## config.mk

```make
export PLATFORM = sky130hd
export DESIGN_NAME = axi_sram_arbiter
export DESIGN_NICKNAME = d
export VERILOG_FILES = /design/src/rtl/axi_sram_pkg.sv /design/src/rtl/rr_arb2.sv /design/src/rtl/axi_sram_arbiter.sv
export SDC_FILE = /design/constraint.sdc
export NUM_CORES = 1
export LEC_CHECK = 0
export BUFFER_PORTS_ARGS = -buffer_cell sky130_fd_sc_hd__clkbuf_2
export CORE_AREA = 2 2 163 165
export DETAILED_ROUTE_END_ITERATION = 16
export DIE_AREA = 0 0 165 167
export GPL_TIMING_DRIVEN = 0
export REMOVE_ABC_BUFFERS = 1
export SYNTH_ARGS = -nofsm -noshare
export SYNTH_HDL_FRONTEND = slang
export SYNTH_SLANG_ARGS = --single-unit
```

## constraint.sdc

```tcl
create_clock -name clk -period 1.5 [get_ports clk]
set_input_delay 0.225 -clock clk [delete_from_list [all_inputs] [get_ports clk]]
set_output_delay 0.225 -clock clk [all_outputs]
set_load 0.01 [all_outputs]
```

## src/rtl/axi_sram_pkg.sv

```systemverilog
// Shared definitions for the SRAM-side AXI arbiter: bus width defaults and
// the transaction state encoding.
package axi_sram_pkg;

    localparam int ADDR_W_DEF = 32;
    localparam int DATA_W_DEF = 32;

    typedef enum logic [2:0] {
        IDLE,
        RD_ADDR,
        RD_DATA,
        WR_XFER,
        WR_RESP
    } state_t;

endpackage

```

## src/rtl/rr_arb2.sv

```systemverilog
// Two-requester round-robin selector; gnt is the index of the winning master.
module rr_arb2 (
    input  logic [1:0] req,
    input  logic       last_grant,
    output logic       gnt
);

    // On a tie the master that did not win last time goes next.
    always_comb begin
        if (req == 2'b11) gnt = ~last_grant;
        else              gnt = req[1];
    end

endmodule

```

## src/rtl/axi_sram_arbiter.sv

```systemverilog
// Two-master to one-slave AXI arbiter: one single-beat transaction at a time,
// round-robin between masters, zero added latency once forwarding starts.
module axi_sram_arbiter
    import axi_sram_pkg::*;
#(
    parameter int ADDR_W = ADDR_W_DEF,
    parameter int DATA_W = DATA_W_DEF
) (
    input  logic              clk,
    input  logic              reset,
    input  logic [ADDR_W-1:0] m0_araddr,
    input  logic              m0_arvalid,
    output logic              m0_arready,
    output logic [DATA_W-1:0] m0_rdata,
    output logic              m0_rlast,
    output logic              m0_rvalid,
    input  logic              m0_rready,
    input  logic [ADDR_W-1:0] m0_awaddr,
    input  logic              m0_awvalid,
    output logic              m0_awready,
    input  logic [DATA_W-1:0] m0_wdata,
    input  logic              m0_wlast,
    input  logic              m0_wvalid,
    output logic              m0_wready,
    output logic              m0_bvalid,
    input  logic              m0_bready,
    input  logic [ADDR_W-1:0] m1_araddr,
    input  logic              m1_arvalid,
    output logic              m1_arready,
    output logic [DATA_W-1:0] m1_rdata,
    output logic              m1_rlast,
    output logic              m1_rvalid,
    input  logic              m1_rready,
    input  logic [ADDR_W-1:0] m1_awaddr,
    input  logic              m1_awvalid,
    output logic              m1_awready,
    input  logic [DATA_W-1:0] m1_wdata,
    input  logic              m1_wlast,
    input  logic              m1_wvalid,
    output logic              m1_wready,
    output logic              m1_bvalid,
    input  logic              m1_bready,
    output logic [ADDR_W-1:0] s_araddr,
    output logic              s_arvalid,
    input  logic              s_arready,
    input  logic [DATA_W-1:0] s_rdata,
    input  logic              s_rlast,
    input  logic              s_rvalid,
    output logic              s_rready,
    output logic [ADDR_W-1:0] s_awaddr,
    output logic              s_awvalid,
    input  logic              s_awready,
    output logic [DATA_W-1:0] s_wdata,
    output logic              s_wlast,
    output logic              s_wvalid,
    input  logic              s_wready,
    input  logic              s_bvalid,
    output logic              s_bready
);

    state_t state, state_nxt;
    logic grant, grant_nxt, last_grant, last_grant_nxt;
    logic aw_done, aw_done_nxt, w_done, w_done_nxt;
    logic aw_fire, w_fire;
    logic arb_gnt;
    logic [1:0] req;

    logic [ADDR_W-1:0] g_araddr, g_awaddr;
    logic [DATA_W-1:0] g_wdata;
    logic g_arvalid, g_awvalid, g_wvalid, g_wlast, g_rready, g_bready;

    logic [DATA_W-1:0] r_data;
    logic r_last, r_vld, ar_rdy, aw_rdy, w_rdy, b_vld;

    assign req = {m1_arvalid | m1_awvalid, m0_arvalid | m0_awvalid};

    rr_arb2 u_arb (
        .req        (req),
        .last_grant (last_grant),
        .gnt        (arb_gnt)
    );

    always_comb begin
        g_araddr  = grant ? m1_araddr  : m0_araddr;
        g_awaddr  = grant ? m1_awaddr  : m0_awaddr;
        g_wdata   = grant ? m1_wdata   : m0_wdata;
        g_arvalid = grant ? m1_arvalid : m0_arvalid;
        g_awvalid = grant ? m1_awvalid : m0_awvalid;
        g_wvalid  = grant ? m1_wvalid  : m0_wvalid;
        g_wlast   = grant ? m1_wlast   : m0_wlast;
        g_rready  = grant ? m1_rready  : m0_rready;
        g_bready  = grant ? m1_bready  : m0_bready;
    end

    always_ff @(posedge clk or posedge reset) begin
        if (reset) begin
            state      <= IDLE;
            grant      <= 1'b0;
            last_grant <= 1'b1;
            aw_done    <= 1'b0;
            w_done     <= 1'b0;
        end else begin
            state      <= state_nxt;
            grant      <= grant_nxt;
            last_grant <= last_grant_nxt;
            aw_done    <= aw_done_nxt;
            w_done     <= w_done_nxt;
        end
    end

    always_comb begin
        state_nxt      = state;
        grant_nxt      = grant;
        last_grant_nxt = last_grant;
        aw_done_nxt    = aw_done;
        w_done_nxt     = w_done;
        aw_fire        = 1'b0;
        w_fire         = 1'b0;
        s_araddr       = '0;
        s_awaddr       = '0;
        s_wdata        = '0;
        s_wlast        = 1'b0;
        s_arvalid      = 1'b0;
        s_awvalid      = 1'b0;
        s_wvalid       = 1'b0;
        s_rready       = 1'b0;
        s_bready       = 1'b0;
        r_data         = '0;
        r_last         = 1'b0;
        r_vld          = 1'b0;
        ar_rdy         = 1'b0;
        aw_rdy         = 1'b0;
        w_rdy          = 1'b0;
        b_vld          = 1'b0;

        if (state != IDLE) begin
            s_araddr = g_araddr;
            s_awaddr = g_awaddr;
            s_wdata  = g_wdata;
            s_wlast  = g_wlast;
            r_data   = s_rdata;
            r_last   = s_rlast;
        end

        case (state)
            IDLE: begin
                if (|req) begin
                    grant_nxt = arb_gnt;
                    state_nxt = (arb_gnt ? m1_awvalid : m0_awvalid) ? WR_XFER : RD_ADDR;
                end
            end
            RD_ADDR: begin
                s_arvalid = g_arvalid;
                ar_rdy    = s_arready;
                if (g_arvalid & s_arready) state_nxt = RD_DATA;
            end
            RD_DATA: begin
                r_vld    = s_rvalid;
                s_rready = g_rready;
                if (s_rvalid & g_rready & s_rlast) begin
                    state_nxt      = IDLE;
                    last_grant_nxt = grant;
                end
            end
            WR_XFER: begin
                // A channel that already handshook is muted so no beat repeats.
                s_awvalid = g_awvalid & ~aw_done;
                aw_rdy    = s_awready & ~aw_done;
                s_wvalid  = g_wvalid & ~w_done;
                w_rdy     = s_wready & ~w_done;
                aw_fire   = g_awvalid & ~aw_done & s_awready;
                w_fire    = g_wvalid & ~w_done & s_wready;
                if ((aw_done | aw_fire) & (w_done | w_fire)) begin
                    state_nxt   = WR_RESP;
                    aw_done_nxt = 1'b0;
                    w_done_nxt  = 1'b0;
                end else begin
                    aw_done_nxt = aw_done | aw_fire;
                    w_done_nxt  = w_done | w_fire;
                end
            end
            WR_RESP: begin
                b_vld    = s_bvalid;
                s_bready = g_bready;
                if (s_bvalid & g_bready) begin
                    state_nxt      = IDLE;
                    last_grant_nxt = grant;
                end
            end
            default: state_nxt = IDLE;
        endcase
    end

    assign m0_arready = ~grant & ar_rdy;
    assign m0_rvalid  = ~grant & r_vld;
    assign m0_rlast   = ~grant & r_last;
    assign m0_rdata   = grant ? '0 : r_data;
    assign m0_awready = ~grant & aw_rdy;
    assign m0_wready  = ~grant & w_rdy;
    assign m0_bvalid  = ~grant & b_vld;

    assign m1_arready = grant & ar_rdy;
    assign m1_rvalid  = grant & r_vld;
    assign m1_rlast   = grant & r_last;
    assign m1_rdata   = grant ? r_data : '0;
    assign m1_awready = grant & aw_rdy;
    assign m1_wready  = grant & w_rdy;
    assign m1_bvalid  = grant & b_vld;

endmodule

```

After elaboration in Yosys (flattened, before gate mapping)

Cells that the tools add are included.

Bits in latches: 0
Register bits after elaboration: 7
Bits of input ports: 244
ROM bits: 0
Memory bits (writable): 0
Memories: 0
Word-level logic and storage cells: 94
Output and inout port bits: 178

Div/mod/pow operators: 0
Bitwise logic cells: 31
Reductions and logical operators: 7
Magnitude comparators: 0
Eq/ne operators: 10
Add/subtract/negate cells: 0
Shift operators: 0
Muxes and demuxes: 41
$mul: 0

Operators by type and width:

| operator             | count |
|---|---|
| $mux W32             | 9 |
| $mux W1              | 24 |
| $and A1 B1 Y1        | 23 |
| $mux W3              | 5 |
| $pmux W3 S5          | 1 |
| $ne A2 B2 Y1 const B | 5 |
| $eq A3 B2 Y1 const B | 2 |
| $reduce_and A5 Y1    | 1 |
| $not A1 Y1           | 4 |
| $or A1 B1 Y1         | 4 |
| $eq A3 B1 Y1 const B | 1 |
| $eq A3 B3 Y1 const B | 1 |
| $logic_not A3 Y1     | 1 |
| $reduce_and A3 Y1    | 1 |
| $reduce_bool A3 Y1   | 1 |
| $eq A2 B2 Y1 const B | 1 |
| $mux W2              | 1 |
| $pmux W1 S2          | 1 |
| $reduce_and A2 Y1    | 1 |
| $reduce_bool A2 Y1   | 1 |
| $reduce_or A2 Y1     | 1 |

Longest topological paths before layout

Word-level depth: 7
Gate-level depth with buffers: 6
Mapped depth without buffers: 5

Cells and area by module

A second synthesis with hierarchy kept.

Cell total of the unflattened synthesis: 371
Area total of the unflattened synthesis: 2590.0 µm²

By module, submodules not included:

| module           | cells each | seq. area each (µm²) | times used | area an instance (µm²) |
|---|---|---|---|---|
| axi_sram_arbiter | 370        | 176.4                | 1          | 2578.7 |
| rr_arb2          | 1          | 0.0                  | 1          | 11.3 |

Least setup slack after synthesis

No wires, ideal clock.

Path kind: register -> output
Start point: register state[1]
End point: output port m1_rdata[10]
Buffers on the path: 3
Arrival: 1.342 ns
Cell stages (with the launch flop): 6
Data required time: 1.275 ns
Setup slack: -0.067 ns
Cell sequence: dfrtp_1 buf_2 or3_4 buf_6 buf_6 and3_1

Cells in the longest elaborated chain, start to end: 3

RTL lines:

| what                   | RTL line                | text |
|---|---|---|
| start, declared        | axi_sram_arbiter.sv:61  | `state_t state, state_nxt;` |
| start signal, assigned | axi_sram_arbiter.sv:103 | `state <= state_nxt;` |
| $reduce_bool A3 Y1     | axi_sram_arbiter.sv:136 | `if (state != IDLE) begin` |
| $mux W32               | axi_sram_arbiter.sv:136 |  |
| $mux W32               | axi_sram_arbiter.sv:205 | `assign m1_rdata = grant ? r_data : '0;` |
| end, declared          | axi_sram_arbiter.sv:30  | `output logic [DATA_W-1:0] m1_rdata,` |

Every way passes these cells.

Worst setup path after layout

Start point: register state[0]
End point: output port s_wdata[30]

Cells in the longest elaborated chain, start to end: 2

RTL lines:

| what               | RTL line                | text |
|---|---|---|
| $reduce_bool A3 Y1 | axi_sram_arbiter.sv:136 |  |
| $mux W32           | axi_sram_arbiter.sv:136 |  |
| end, declared      | axi_sram_arbiter.sv:53  | `output logic [DATA_W-1:0] s_wdata,` |

Every way passes these cells.

==> impl_metrics.toml <==
[yosys]
ys_seq_area_share_pct = 6.84
synth-compound-area-share_pct = 5.53
synth.cell_area_um2 = 2580
yosys.area.top_type_share_pct = 38.4
yosys_register_bits = 7
yosysWarnings = 0
synth_fa_ha_area_share_pct = 0
synth-xor-area-share_pct = 0
synth_top_family_by_area = "multiplexers"
synth_area_leaders = "mux2i_1 (38%), and3_1 (17%), nor2_1 (16%)"
synth.area.mux_share_pct = 39.9
synth_cell_type_count = 39
synthSimpleGateAreaFrac_pct = 38.9
synthesis.instances = 377
avgSynthCellArea_um2 = 6.84
yosysTopAreaCell = "mux2i_1"

[cells_and_area]
final_common_cell = "clkbuf_2"
final_cells = 1186
drive_gt1_share_pct = 75.8
finalNetCount = 1095
area_delta_synth_final_pct = 184
fill_cells = 2734
final_cell_mix = "clkbuf_2 (350), mux2i_1 (73), nor2_1 (68)"

[placement]
io_buffers = 421
place_congestion = 0.790
dp_hpwl_mm = 14.7
place_inst = 1098

[clock_tree]
clock-root-buffer = "clkbuf_16"
htreeDepth = 1
cts.path.max_buffers = 2
clkSinkCount = 7
numCtsBuffers = 3
cts_tree = "built"
clk_latency_ps = 240
path_clk_slew_ps = 40

[power]
intPower_mw = 7.89
comb_power_share_pct = 93.6
p_sw_mw = 7.28
seqPwrFrac_pct = 3.4
power_density_nw_per_um2 = 2070
swShare_pct = 48.0
power_leakage_nw = 4.05
pwr-share-clk_pct = 3.1
ir_worst_vdd_uv = 960

[detailed_routing]
dr_total_vias = 5002
drt_pass1_iterations = 4
antenna_left = 0
routedWlPerCell_um = 19.9
viasPerCell = 4.22
drt_iter0_markers = 256
routed_wirelength_mm = 23.6
route.detailed.drc = 0

[grt]
antenna_found_initial = 1
grt_pass1_wl_mm = 29.5
grt_util_all_layers_pct = 14.5
grt_pass1_vias = 4603
grt_max_degree = 38
grt_overflow = 0

[hold_path]
hold_class = "in2reg"

[timing]
slew_headroom_pct = 80.0
timing_hold_violations_final = 0
post-route-min-period_ps = 1920
drv_slew = 0
skew_ps = 1.95
max_freq_ghz = 0.521
tightestPinTransition_ps = 291
layout_setup_ws_ps = -420
setup_viol = 184
timing.hold.ws_ps = 389
fin_crit_sh_pct = 128
rsz0062_at_grt = "yes"

[floorplanning]
ios = 422
rows = 59
die_h_um = 167
die_w_um = 165
core_um2 = 25800
initial_core_util_pct = 10.0
floorplan.die_area_um2 = 27600

[outcome]
status = "complete, but fails checks"
violations = "negative setup slack"

[setup_path]
critPathLaunchType = "flip-flop"
cp_max_fo = 7
cp.required_ps = 1270
end_kind = "output pin"
arrival_ps = 1690
critPathKind = "reg2out"

[flow_run]
drv_cap = 0
==> through the flow <==
| step | power [mW] | instance area, µm² | worst slack [ps] | TNS (ps) | util, % |
|---|---|---|---|---|---|
| global placement | 5.63 | 4890 | -6540 | -845140 | 19.0 |
| finish | 15.2 | 7330 | -420 | -62810 | 28.5 |
| CTS | 12.8 | 6350 | -430 | -63990 | 24.7 |
| global route | 15.9 | 7330 | -464 | -70530 | 28.5 |
| detailed placement | 8.52 | 5060 | -913 | -78500 | 19.6 |
| floorplan | 3.84 | 2360 | -4600 | -595650 | - |
==> synthesized netlist by cell type <==
cell type	count
nor2_1	109
mux2i_1	99
and3_1	70
buf_2	17
clkbuf_1	17
dfrtp_1	6
nand2_1	6
buf_6	4
nor2b_1	4
nor4_1	4
buf_4	3
inv_1	3
o21ai_0	3
a31oi_1	2
and2_1	2
mux2_2	2
nand2b_1	2
nor3_1	2
o22a_1	2
a211oi_1	1
a21boi_0	1
a21oi_1	1
a21oi_2	1
a22oi_1	1
a2bb2oi_1	1
and3b_1	1
dfstp_2	1
mux2_4	1
nand3_1	1
nor3_4	1
o21a_1	1
o21ai_1	1
o21ba_2	1
o21bai_1	1
o22ai_1	1
o31ai_1	1
o32ai_1	1
or3_4	1
or3b_1	1
==> routing by layer <==
| metal | vias up | track usage [%] | wire, µm |
|---|---|---|---|
| met2 | 318 | 27.4 | 12200 |
| met3 | 32 | 2.04 | 1760 |
| li1 | 2292 | - | - |
| met5 | - | 0 | 0 |
| met4 | 0 | 1.93 | 477 |
| met1 | 2360 | 17.6 | 9160 |
==> cell type report <==
type                       instances  area [µm²]  area share [%]
antenna                            1        2.50          0.0341
clock buffer                       4        78.8            1.07
inverter                           3        15.0           0.205
multi-input combinational        336        2980            40.6
sequential                         7         184            2.51
tap                              335         419            5.71
timing repair buffer             495        3620            49.4
timing repair inverter             5        37.5           0.512
==> flip-flops by register name, summed over array words and instances, names as in the netlist <==
register / count
state: 3
grant: 1
last_grant: 1
w_done: 1
aw_done: 1
==> power by group through the flow <==
stage	clock, mW	sequential [mW]	combinational [mW]
finish	0.467	0.508	14.2
global placement	0	0.687	4.94
CTS	0.469	0.491	11.8
floorplan	0	0.648	3.20
detailed placement	0	0.538	7.98
global route	0.481	0.520	14.9
==> what timing repair did <==
action / 4_1_cts / 5_1_grt
cloned: 23 / 11
endpoints found under the setup margin: 185 / 185
buffers inserted: 47 / 5
pin swaps: 39 / 48
hold buffers: 1 / 0
hold endpoints to repair: 6 / 0
gates resized for setup: 118 / 252
==> worst max-delay path, stage by stage, from the launching register on <==
cell and delay (ps):
dfrtp_2 460, nor3_4 280, clkbuf_16 200, buf_12 140, clkbuf_16 180, nor2_2 60
buf_6 130
==> path summary, 6_finish.rpt <==
path	cells past startpoint	endpoint	slack (ps)	from
worst max-delay path	6	s_wdata[30]	-420	state[0]
worst min-delay path	3	grant	390	m0_arvalid
worst max register to register	7	state[1]	-250	grant
worst min register to register	2	last_grant	520	last_grant
max in group asynchronous	3	last_grant	730	reset
min in group asynchronous	3	grant	480	reset
==> cells by family (layout without fill, tap and decap cells) <==
group                  Yosys count  after routing
AND/OR/NAND/NOR                204            214
multiplexers                   102            102
buffers and inverters           44            507
AO/OA/AOI/OAI                   20             20
flip-flops                       7              7
other                            0              1
Note: power is estimated with default switching activity, not from simulation.
